$ cat src/rtl/sel_pipe_pkg.sv
// Shared types and helpers for the operand selector pipeline register.
package sel_pipe_pkg;

    // Occupancy of the two-entry output stage, decoded from its valid bits.
    typedef enum logic [1:0] {
        EMPTY = 2'd0,
        ONE   = 2'd1,
        TWO   = 2'd2
    } state_e;

    // True when a select value addresses one of the nsrc existing sources.
    function automatic logic sel_in_range(input int unsigned sel, input int unsigned nsrc);
        return sel < nsrc;
    endfunction

endpackage

$ cat src/rtl/sel_pipe_reg_skid_buf.sv
// Generic two-entry valid/ready skid buffer. The main register drives the
// outputs directly; the skid register absorbs the one entry that arrives in
// the cycle the consumer stalls, so in_ready never depends on out_ready.
module skid_buf
    import sel_pipe_pkg::*;
#(
    parameter int W = 33
) (
    input  logic         clk,
    input  logic         rst,
    input  logic         flush_i,
    input  logic [W-1:0] in_data_i,
    input  logic         in_valid_i,
    output logic         in_ready_o,
    output logic [W-1:0] out_data_o,
    output logic         out_valid_o,
    input  logic         out_ready_i
);

    logic         main_vld_q, main_vld_d;
    logic         skid_vld_q, skid_vld_d;
    logic [W-1:0] main_data_q;
    logic [W-1:0] skid_data_q;
    logic         load_main;
    logic         load_skid;
    logic         skid_to_main;
    logic         in_xfer;
    logic         out_xfer;
    state_e       cur_state;

    assign in_ready_o  = !skid_vld_q;
    assign out_valid_o = main_vld_q;
    assign out_data_o  = main_data_q;
    assign in_xfer     = in_valid_i && !skid_vld_q;
    assign out_xfer    = main_vld_q && out_ready_i;

    // Decode occupancy from the valid bits (skid valid implies main valid).
    always_comb begin
        cur_state = EMPTY;
        if (main_vld_q) begin
            cur_state = skid_vld_q ? TWO : ONE;
        end
    end

    // Next-state and register load enables; flush drops everything in flight.
    always_comb begin
        main_vld_d   = main_vld_q;
        skid_vld_d   = skid_vld_q;
        load_main    = 1'b0;
        load_skid    = 1'b0;
        skid_to_main = 1'b0;
        if (flush_i) begin
            main_vld_d = 1'b0;
            skid_vld_d = 1'b0;
        end else begin
            case (cur_state)
                EMPTY: begin
                    if (in_xfer) begin
                        main_vld_d = 1'b1;
                        load_main  = 1'b1;
                    end
                end
                ONE: begin
                    if (in_xfer && out_xfer) begin
                        load_main = 1'b1;
                    end else if (in_xfer) begin
                        skid_vld_d = 1'b1;
                        load_skid  = 1'b1;
                    end else if (out_xfer) begin
                        main_vld_d = 1'b0;
                    end
                end
                TWO: begin
                    if (out_xfer) begin
                        skid_vld_d   = 1'b0;
                        skid_to_main = 1'b1;
                    end
                end
                default: begin
                    main_vld_d = main_vld_q;
                    skid_vld_d = skid_vld_q;
                end
            endcase
        end
    end

    // Valid bits and the output-facing main data; reset clears the visible outputs.
    always_ff @(posedge clk) begin
        if (rst) begin
            main_vld_q  <= 1'b0;
            skid_vld_q  <= 1'b0;
            main_data_q <= '0;
        end else begin
            main_vld_q <= main_vld_d;
            skid_vld_q <= skid_vld_d;
            if (load_main) begin
                main_data_q <= in_data_i;
            end else if (skid_to_main) begin
                main_data_q <= skid_data_q;
            end
        end
    end

    // Skid data is only meaningful while its valid bit is set, so it needs no reset.
    always_ff @(posedge clk) begin
        if (load_skid) begin
            skid_data_q <= in_data_i;
        end
    end

endmodule

$ cat src/rtl/sel_pipe_reg.sv
// N-way operand selector with range check, followed by a registered
// valid/ready output stage that tolerates downstream stalls and flushes.
module sel_pipe_reg
    import sel_pipe_pkg::*;
#(
    parameter int                WIDTH       = 32,
    parameter int                NSRC        = 3,
    parameter logic [WIDTH-1:0]  DEFAULT_VAL = '0,
    localparam int               SELW        = $clog2(NSRC)
) (
    input  logic                  clk,
    input  logic                  rst,
    input  logic [NSRC*WIDTH-1:0] in_data,
    input  logic [SELW-1:0]       in_sel,
    input  logic                  in_valid,
    output logic                  in_ready,
    input  logic                  flush,
    output logic [WIDTH-1:0]      out_data,
    output logic                  out_err,
    output logic                  out_valid,
    input  logic                  out_ready
);

    logic [WIDTH-1:0] sel_data;
    logic             sel_err;
    logic [WIDTH:0]   buf_out;

    // Pick the addressed source; an index past the last source yields the default and an error flag.
    always_comb begin
        sel_data = DEFAULT_VAL;
        sel_err  = 1'b1;
        if (sel_in_range(32'(in_sel), NSRC)) begin
            sel_err  = 1'b0;
            sel_data = '0;
            for (int k = 0; k < NSRC; k++) begin
                if (in_sel == SELW'(k)) begin
                    sel_data = in_data[k*WIDTH +: WIDTH];
                end
            end
        end
    end

    skid_buf #(
        .W (WIDTH + 1)
    ) u_skid_buf (
        .clk         (clk),
        .rst         (rst),
        .flush_i     (flush),
        .in_data_i   ({sel_err, sel_data}),
        .in_valid_i  (in_valid),
        .in_ready_o  (in_ready),
        .out_data_o  (buf_out),
        .out_valid_o (out_valid),
        .out_ready_i (out_ready)
    );

    assign out_err  = buf_out[WIDTH];
    assign out_data = buf_out[WIDTH-1:0];

endmodule

$ cat config.mk
export PLATFORM = sky130hd
export DESIGN_NAME = sel_pipe_reg
export DESIGN_NICKNAME = d
export VERILOG_FILES = /design/src/rtl/sel_pipe_pkg.sv /design/src/rtl/sel_pipe_reg_skid_buf.sv /design/src/rtl/sel_pipe_reg.sv
export SDC_FILE = /design/constraint.sdc
export NUM_CORES = 1
export LEC_CHECK = 0
export BUFFER_PORTS_ARGS = -buffer_cell sky130_fd_sc_hd__clkbuf_2
export CORE_ASPECT_RATIO = 0.7
export CORE_MARGIN = 2
export CORE_UTILIZATION = 31
export CTS_BUF_LIST = sky130_fd_sc_hd__clkbuf_2 sky130_fd_sc_hd__clkbuf_4 sky130_fd_sc_hd__clkbuf_8
export DETAILED_ROUTE_END_ITERATION = 10
export MAX_ROUTING_LAYER = met4
export PLACE_DENSITY = 0.62
export SYNTH_ARGS = -nofsm -noshare
export SYNTH_HDL_FRONTEND = slang
export SYNTH_SLANG_ARGS = --single-unit
export TNS_END_PERCENT = 10
$ cat constraint.sdc
create_clock -name clk -period 7.6 [get_ports clk]
set_input_delay 0.38 -clock clk [delete_from_list [all_inputs] [get_ports clk]]
set_output_delay 0.38 -clock clk [all_outputs]
set_load 0.02 [all_outputs]
======== Word-level counts from Yosys, hierarchy flattened ========
Index checks and enable logic that the tools add are counted.
operators by class
  equal/unequal tests ..................... 10
  muxes and demuxes ....................... 26
  reduce and logical (&&, ||, !) cells .... 12
  order comparisons ....................... 1
operators with widths
  operator            count
  $mux 32             4
  $mux 33             2
  $mux 1              15
  $ne 2x1->1 const B  4
  $pmux 1 s2          3
  $reduce_bool 2->1   3
  $reduce_and 5->1    1
  $eq 2x1->1 const B  2
  $eq 2x2->1 const B  2
  $logic_not 2->1     2
  $mux 2              2
  $ne 2x2->1 const B  2
  $reduce_and 4->1    1
  $logic_and 1x1->1   3
  $lt 2x2->1 const B  1
  $reduce_or 2->1     1
  $logic_not 1->1     1
word-level totals
  bits in registers ....................... 68
  input port bits ......................... 103
  logic and storage cells ................. 53
  output and inout port bits .............. 35

======== Logic depth before layout (Yosys ltp) ========
  depth after elaboration ................. 7
  gate-level depth with buffers ........... 7
  gate-level depth less buffers ........... 3

======== Cells and area by module ========
From an unflattened synthesis, not the netlist that was laid out.
second synthesis, totals
  cell total of the unflattened synthesis .. 278
  area, all modules ....................... 3647.2 um^2
by module, submodules not included
  module        area an instance (um^2)  cells each  times used  seq. area each (um^2)
  skid_buf      2700.1                   200         1           1691.6
  sel_pipe_reg  947.2                    78          1           0.0

======== Worst setup path after synthesis ========
Ideal clock, no wire load.
  path kind ............................... reg-to-reg
  start ................................... register u_skid_buf.main_vld_q, in the netlist u_skid_buf.out_valid_o
  end ..................................... register u_skid_buf.skid_data_q[0], enable pin
  cell stages (with the launch flop) ...... 3
  clock period less this slack ............ 4.274 ns
  arrival time ............................ 3.765 ns
  setup time .............................. 0.509 ns
  buffers on the path ..................... 0
  slack ................................... 3.326 ns
  path through ............................ dfxtp_1 -> nand2_1 -> nor4_1
between the ends
  cells in the longest elaborated chain, start to end .. 5
ends and longest elaborated chain
  element                   line                          text
  start, declared           sel_pipe_reg_skid_buf.sv:20   logic main_vld_q, main_vld_d;
  start signal, assigned    sel_pipe_reg_skid_buf.sv:94   main_vld_q <= main_vld_d;
  $logic_and 1x1->1         sel_pipe_reg_skid_buf.sv:35   assign out_xfer = main_vld_q && out_ready_i;
  $logic_and 1x1->1         sel_pipe_reg_skid_buf.sv:64   if (in_xfer && out_xfer) begin
  $mux 1                    sel_pipe_reg_skid_buf.sv:64
  $mux 1 (*)                sel_pipe_reg_skid_buf.sv:56   case (cur_state)
  $mux 1 (*)                sel_pipe_reg_skid_buf.sv:52   if (flush_i) begin
  net u_skid_buf.load_skid  sel_pipe_reg_skid_buf.sv:25   logic load_skid;
  end signal, assigned      sel_pipe_reg_skid_buf.sv:107  skid_data_q <= in_data_i;
  end, declared             sel_pipe_reg_skid_buf.sv:23   logic [W-1:0] skid_data_q;
Mark *: on every way through the listed nets, which the timed path passes. The rest lies on a longest branch.
A chain may end at the register's enable or synchronous reset.

======== Final worst setup path ========
  start ................................... input in_sel[0]
  end ..................................... register u_skid_buf.main_data_q[14], in the netlist u_skid_buf.out_data_o[14]
between the ends
  cells in the longest elaborated chain, start to end .. 6
ends and longest elaborated chain
  element                line                         text
  start, declared        sel_pipe_reg.sv:14           input logic [SELW-1:0] in_sel,
  $logic_not 2->1        sel_pipe_reg.sv:36           if (in_sel == SELW'(k)) begin
  $mux 32 (3 in series)  sel_pipe_reg.sv:36
  $mux 32 (*)            sel_pipe_reg.sv:32           if (sel_in_range(32'(in_sel), NSRC)) begin
  $mux 33 (*)            sel_pipe_reg_skid_buf.sv:96  if (load_main) begin
  end signal, assigned   sel_pipe_reg_skid_buf.sv:97  main_data_q <= in_data_i;
  end signal, assigned   sel_pipe_reg_skid_buf.sv:99  main_data_q <= skid_data_q;
  end, declared          sel_pipe_reg_skid_buf.sv:22  logic [W-1:0] main_data_q;
Mark *: on every way between the ends. The rest lies on a longest branch, timed or not.

==> impl_summary.md <==
Power
The peak ir drop on the vdd network is 0.0757 mV. Power spread over the standard cell area amounts to 192 mW/mm². Summed over all cells, the static leakage comes to 1.98 nW.

Placed design
Routability-driven placement finished with a final weighted congestion of 0.711. Port buffering added 137 buffers. Once detailed placement completed, the half-perimeter wirelength came to 6.45 mm. The cell area after placement is 0.00427 mm².

Prior to clock tree synthesis, the placed netlist has a worst setup slack of 4.85 ns.

Worst setup path
The internal reg-to-reg setup slack is 5.41 ns. The endpoint required time on the critical path is 7.84 ns. The category of the most critical setup path is primary input to flip-flop.

In this run the worst setup path terminates at u_skid_buf.out_data_o[14]. For the worst flop-to-flop path, the logic depth is 4. The worst register-to-register path begins at u_skid_buf.out_valid_o. The endpoint identified for the worst register-to-register timing path is u_skid_buf.out_data_o[14]. In this run the worst path has a maximum fanout of 34.

STA puts the critical path data arrival time at 2.63 ns. The worst setup path is captured at a flip-flop. The worst setup path startpoint is in_sel[0]. The kind of start point of the critical path is a primary input.

Run status
The run finished with clean final reports.

Global routing
The total congestion overflow is 0. Global routing used 16.2% of the available tracks across all layers. The number of global-route vias before repair is 2846. The pin count of the biggest net entering global routing is 35. The initial antenna violation count is 0. The first global-routing pass estimated 14.6 mm of wire.

Route
The final layout contains routed wiring with a total length of 9.22 mm. The first routing iteration left 156 violations. The number of iterations in the first detailed-routing pass is 4. Using the TritonRoute via totals, the vias-per-cell ratio works out to 4.70. Dividing the detail-routed wire length by the instance count gives 15.5 µm. After detailed routing, the number of remaining DRC violations is 0. Once detail routing completed, the nets flagged for antenna violations numbered 0. The routed layout has 2798 vias.

Clock tree
The clock reaches the later pin of the worst-skew pair after 0.34 ns. Once the clock tree was built, the resizer swapped 0 gates to a different size. The total CTS buffers is 9.

The number of levels in the clock H-tree is 3. Clock tree synthesis found a total of 68 sinks. The clock-pin slew of the registers on the worst-case setup and hold paths is 0.07 ns. The library cell used as clock root buffer is clkbuf_8. The clock tree from TritonCTS is done. The count of hold buffers inserted by post-cts repair is 0. The setup fix buffers added after clock tree synthesis is 0. The maximum buffer depth of the clock tree is 2.

Layout
The cell area after layout is 0.00450 mm². Cells fill 41.0% of the core in the end. The final net count is 540. The area growth from synthesis to layout is 29.3%.

The number of diodes is 0. The post-route netlist has 46.4% of its cells at a drive strength greater than 1.

STA
Setup repair after global routing left no endpoint under its margin. The maximum clock frequency is 419 MHz. The worst-case setup margin in the final layout is 5.21 ns. The final setup violation count is 0. The final hold violation count is 0. The max-slew violation count came to 0. For the pin with the worst max-slew slack, the measured transition is 1.14 ns. Measured against its own limit, the worst slew margin works out to 24.1%. Across the routed clock network, the largest skew measured is 0.00759 ns. For the finished layout, the period the worst path requires is 2.39 ns. After layout, the worst path uses 31.4% of the clock period.

The sum of negative setup slack is 0 ns.

Logic synthesis
The most used flip-flop cell after synthesis is dfxtp_1. In the synthesized netlist, the number of instances is 310. For this run, the number of Yosys warnings is 0. Counting distinct cell types in the post-synthesis netlist gives 28. The number of enable flip-flop cells after synthesis is 33. Summing the sequential cell areas from Yosys gives 48.6% of the chip area.

The synthesized area is 0.00348 mm². In this run, synthesis produced a sequential element count of 68. The total nets after synthesis is 413. The mean instance size in the synthesized netlist is 11.2 µm². In the synthesized netlist the async set-or-reset flop fraction comes to 0%.

Floorplanning
The initial core utilization is 31.7%. The die is 92.7 µm tall. In this run the horizontal extent of the chip is 131 µm. During I/O placement, the number of pins put on the boundary was 138. The area of the core is 0.0110 mm². The number of core rows is 32. The area enclosed by the die boundary is 0.0121 mm².

Run
The total of max-cap violations is 0.

Hold path
The beginning of the worst hold path is in_data[77]. The tightest min-delay check is of the primary input to flip-flop type.
[worst max-delay path, stage by stage]
cell and delay [ns]:
clkbuf_2 0.08, buf_4 0.31, and2_4 0.31, or4b_2 1.17
o221ai_1 0.37
[per-layer routing]
metal  track usage, %  part of all wire, %
met1             21.5                   47
met2             25.0                   45
met3             4.97                  7.6
met4             2.57                 0.70
met5                -                    0
[cell families (layout without fill, tap and decap cells)]
logic type | count (synthesis) | after routing | share of synthesized area (%)
buffers and inverters | 82 | 214 | 10.2
flip-flops | 68 | 68 | 48.6
AO/OA/AOI/OAI | 58 | 58 | 19.6
AND/OR/NAND/NOR | 57 | 57 | 8.23
multiplexers | 45 | 45 | 13.4
[cells in the mapped netlist (5+ instances only)]
master,number,area [µm²]
o221ai_2,30,450
clkbuf_1,13,48.8
edfxtp_1,33,991
nand3_1,32,160
a2bb2oi_1,20,175
buf_2,7,35.0
mux2i_1,33,330
mux2_2,12,135
nor2_1,13,48.8
buf_6,5,56.3
dfxtp_1,35,701
inv_1,56,210
[flip-flops by register name (all words and copies together), names as in the netlist]
name,count
u_skid_buf.out_data_o,33
u_skid_buf.skid_data_q,33
u_skid_buf.out_valid_o,1
u_skid_buf.skid_vld_q,1
[metrics by stage]
| stage | std cells | hold slack (ns) | power, mW |
|---|---|---|---|
| finish | 595 | 0.334 | 0.864 |
| global route | 595 | 0.339 | 0.903 |
| CTS | 595 | 0.323 | 0.874 |
| detailed placement | 579 | 0.465 | 0.539 |
| global placement | 579 | 0.453 | 0.536 |
| floorplan | 310 | 0.446 | 0.488 |
[area by class of cell]
| type | instances | area, µm² |
|---|---|---|
| tap | 153 | 191 |
| multi-input combinational | 160 | 1460 |
| fill | 1133 | 6470 |
| clock buffer | 12 | 153 |
| clock inverter | 4 | 72.6 |
| inverter | 56 | 210 |
| sequential | 68 | 1690 |
| timing repair buffer | 142 | 723 |
[placed cells by master (no fill, tap or decap), types with 2 or more instances in the layout]
| cell type | instances |
|---|---|
| a21oi_1 | 2 |
| a2bb2oi_1 | 20 |
| buf_4 | 5 |
| bufinv_16 | 2 |
| clkbuf_2 | 137 |
| clkbuf_4 | 2 |
| clkbuf_8 | 10 |
| dfxtp_1 | 35 |
| edfxtp_1 | 33 |
| inv_1 | 56 |
| mux2_2 | 12 |
| mux2i_1 | 33 |
| nand2_1 | 3 |
| nand3_1 | 32 |
| nor2_1 | 13 |
| o221ai_1 | 2 |
| o221ai_2 | 30 |
[power by group]
part	switching (mW)	leakage (nW)	total, mW	internal [mW]
Combinational	0.0724	1.28	0.130	0.0572
Clock	0.134	0.113	0.335	0.201
Sequential	0.00487	0.584	0.400	0.395
Total	0.211	1.98	0.864	0.653
[how the worst min path moves through the flow]
stage / cells past startpoint / endpoint / slack [ns]
2_1_floorplan: 2 / u_skid_buf.out_data_o[13] / 0.45
3_5_place_dp: 2 / u_skid_buf.out_data_o[8] / 0.47
5_1_grt: 3 / u_skid_buf.skid_data_q[13] / 0.34
6_report: 3 / u_skid_buf.skid_data_q[13] / 0.33
4_1_cts: 3 / u_skid_buf.skid_data_q[13] / 0.32
3_3_place_gp: 2 / u_skid_buf.out_data_o[14] / 0.45
Note: power is estimated with default switching activity, not from simulation.
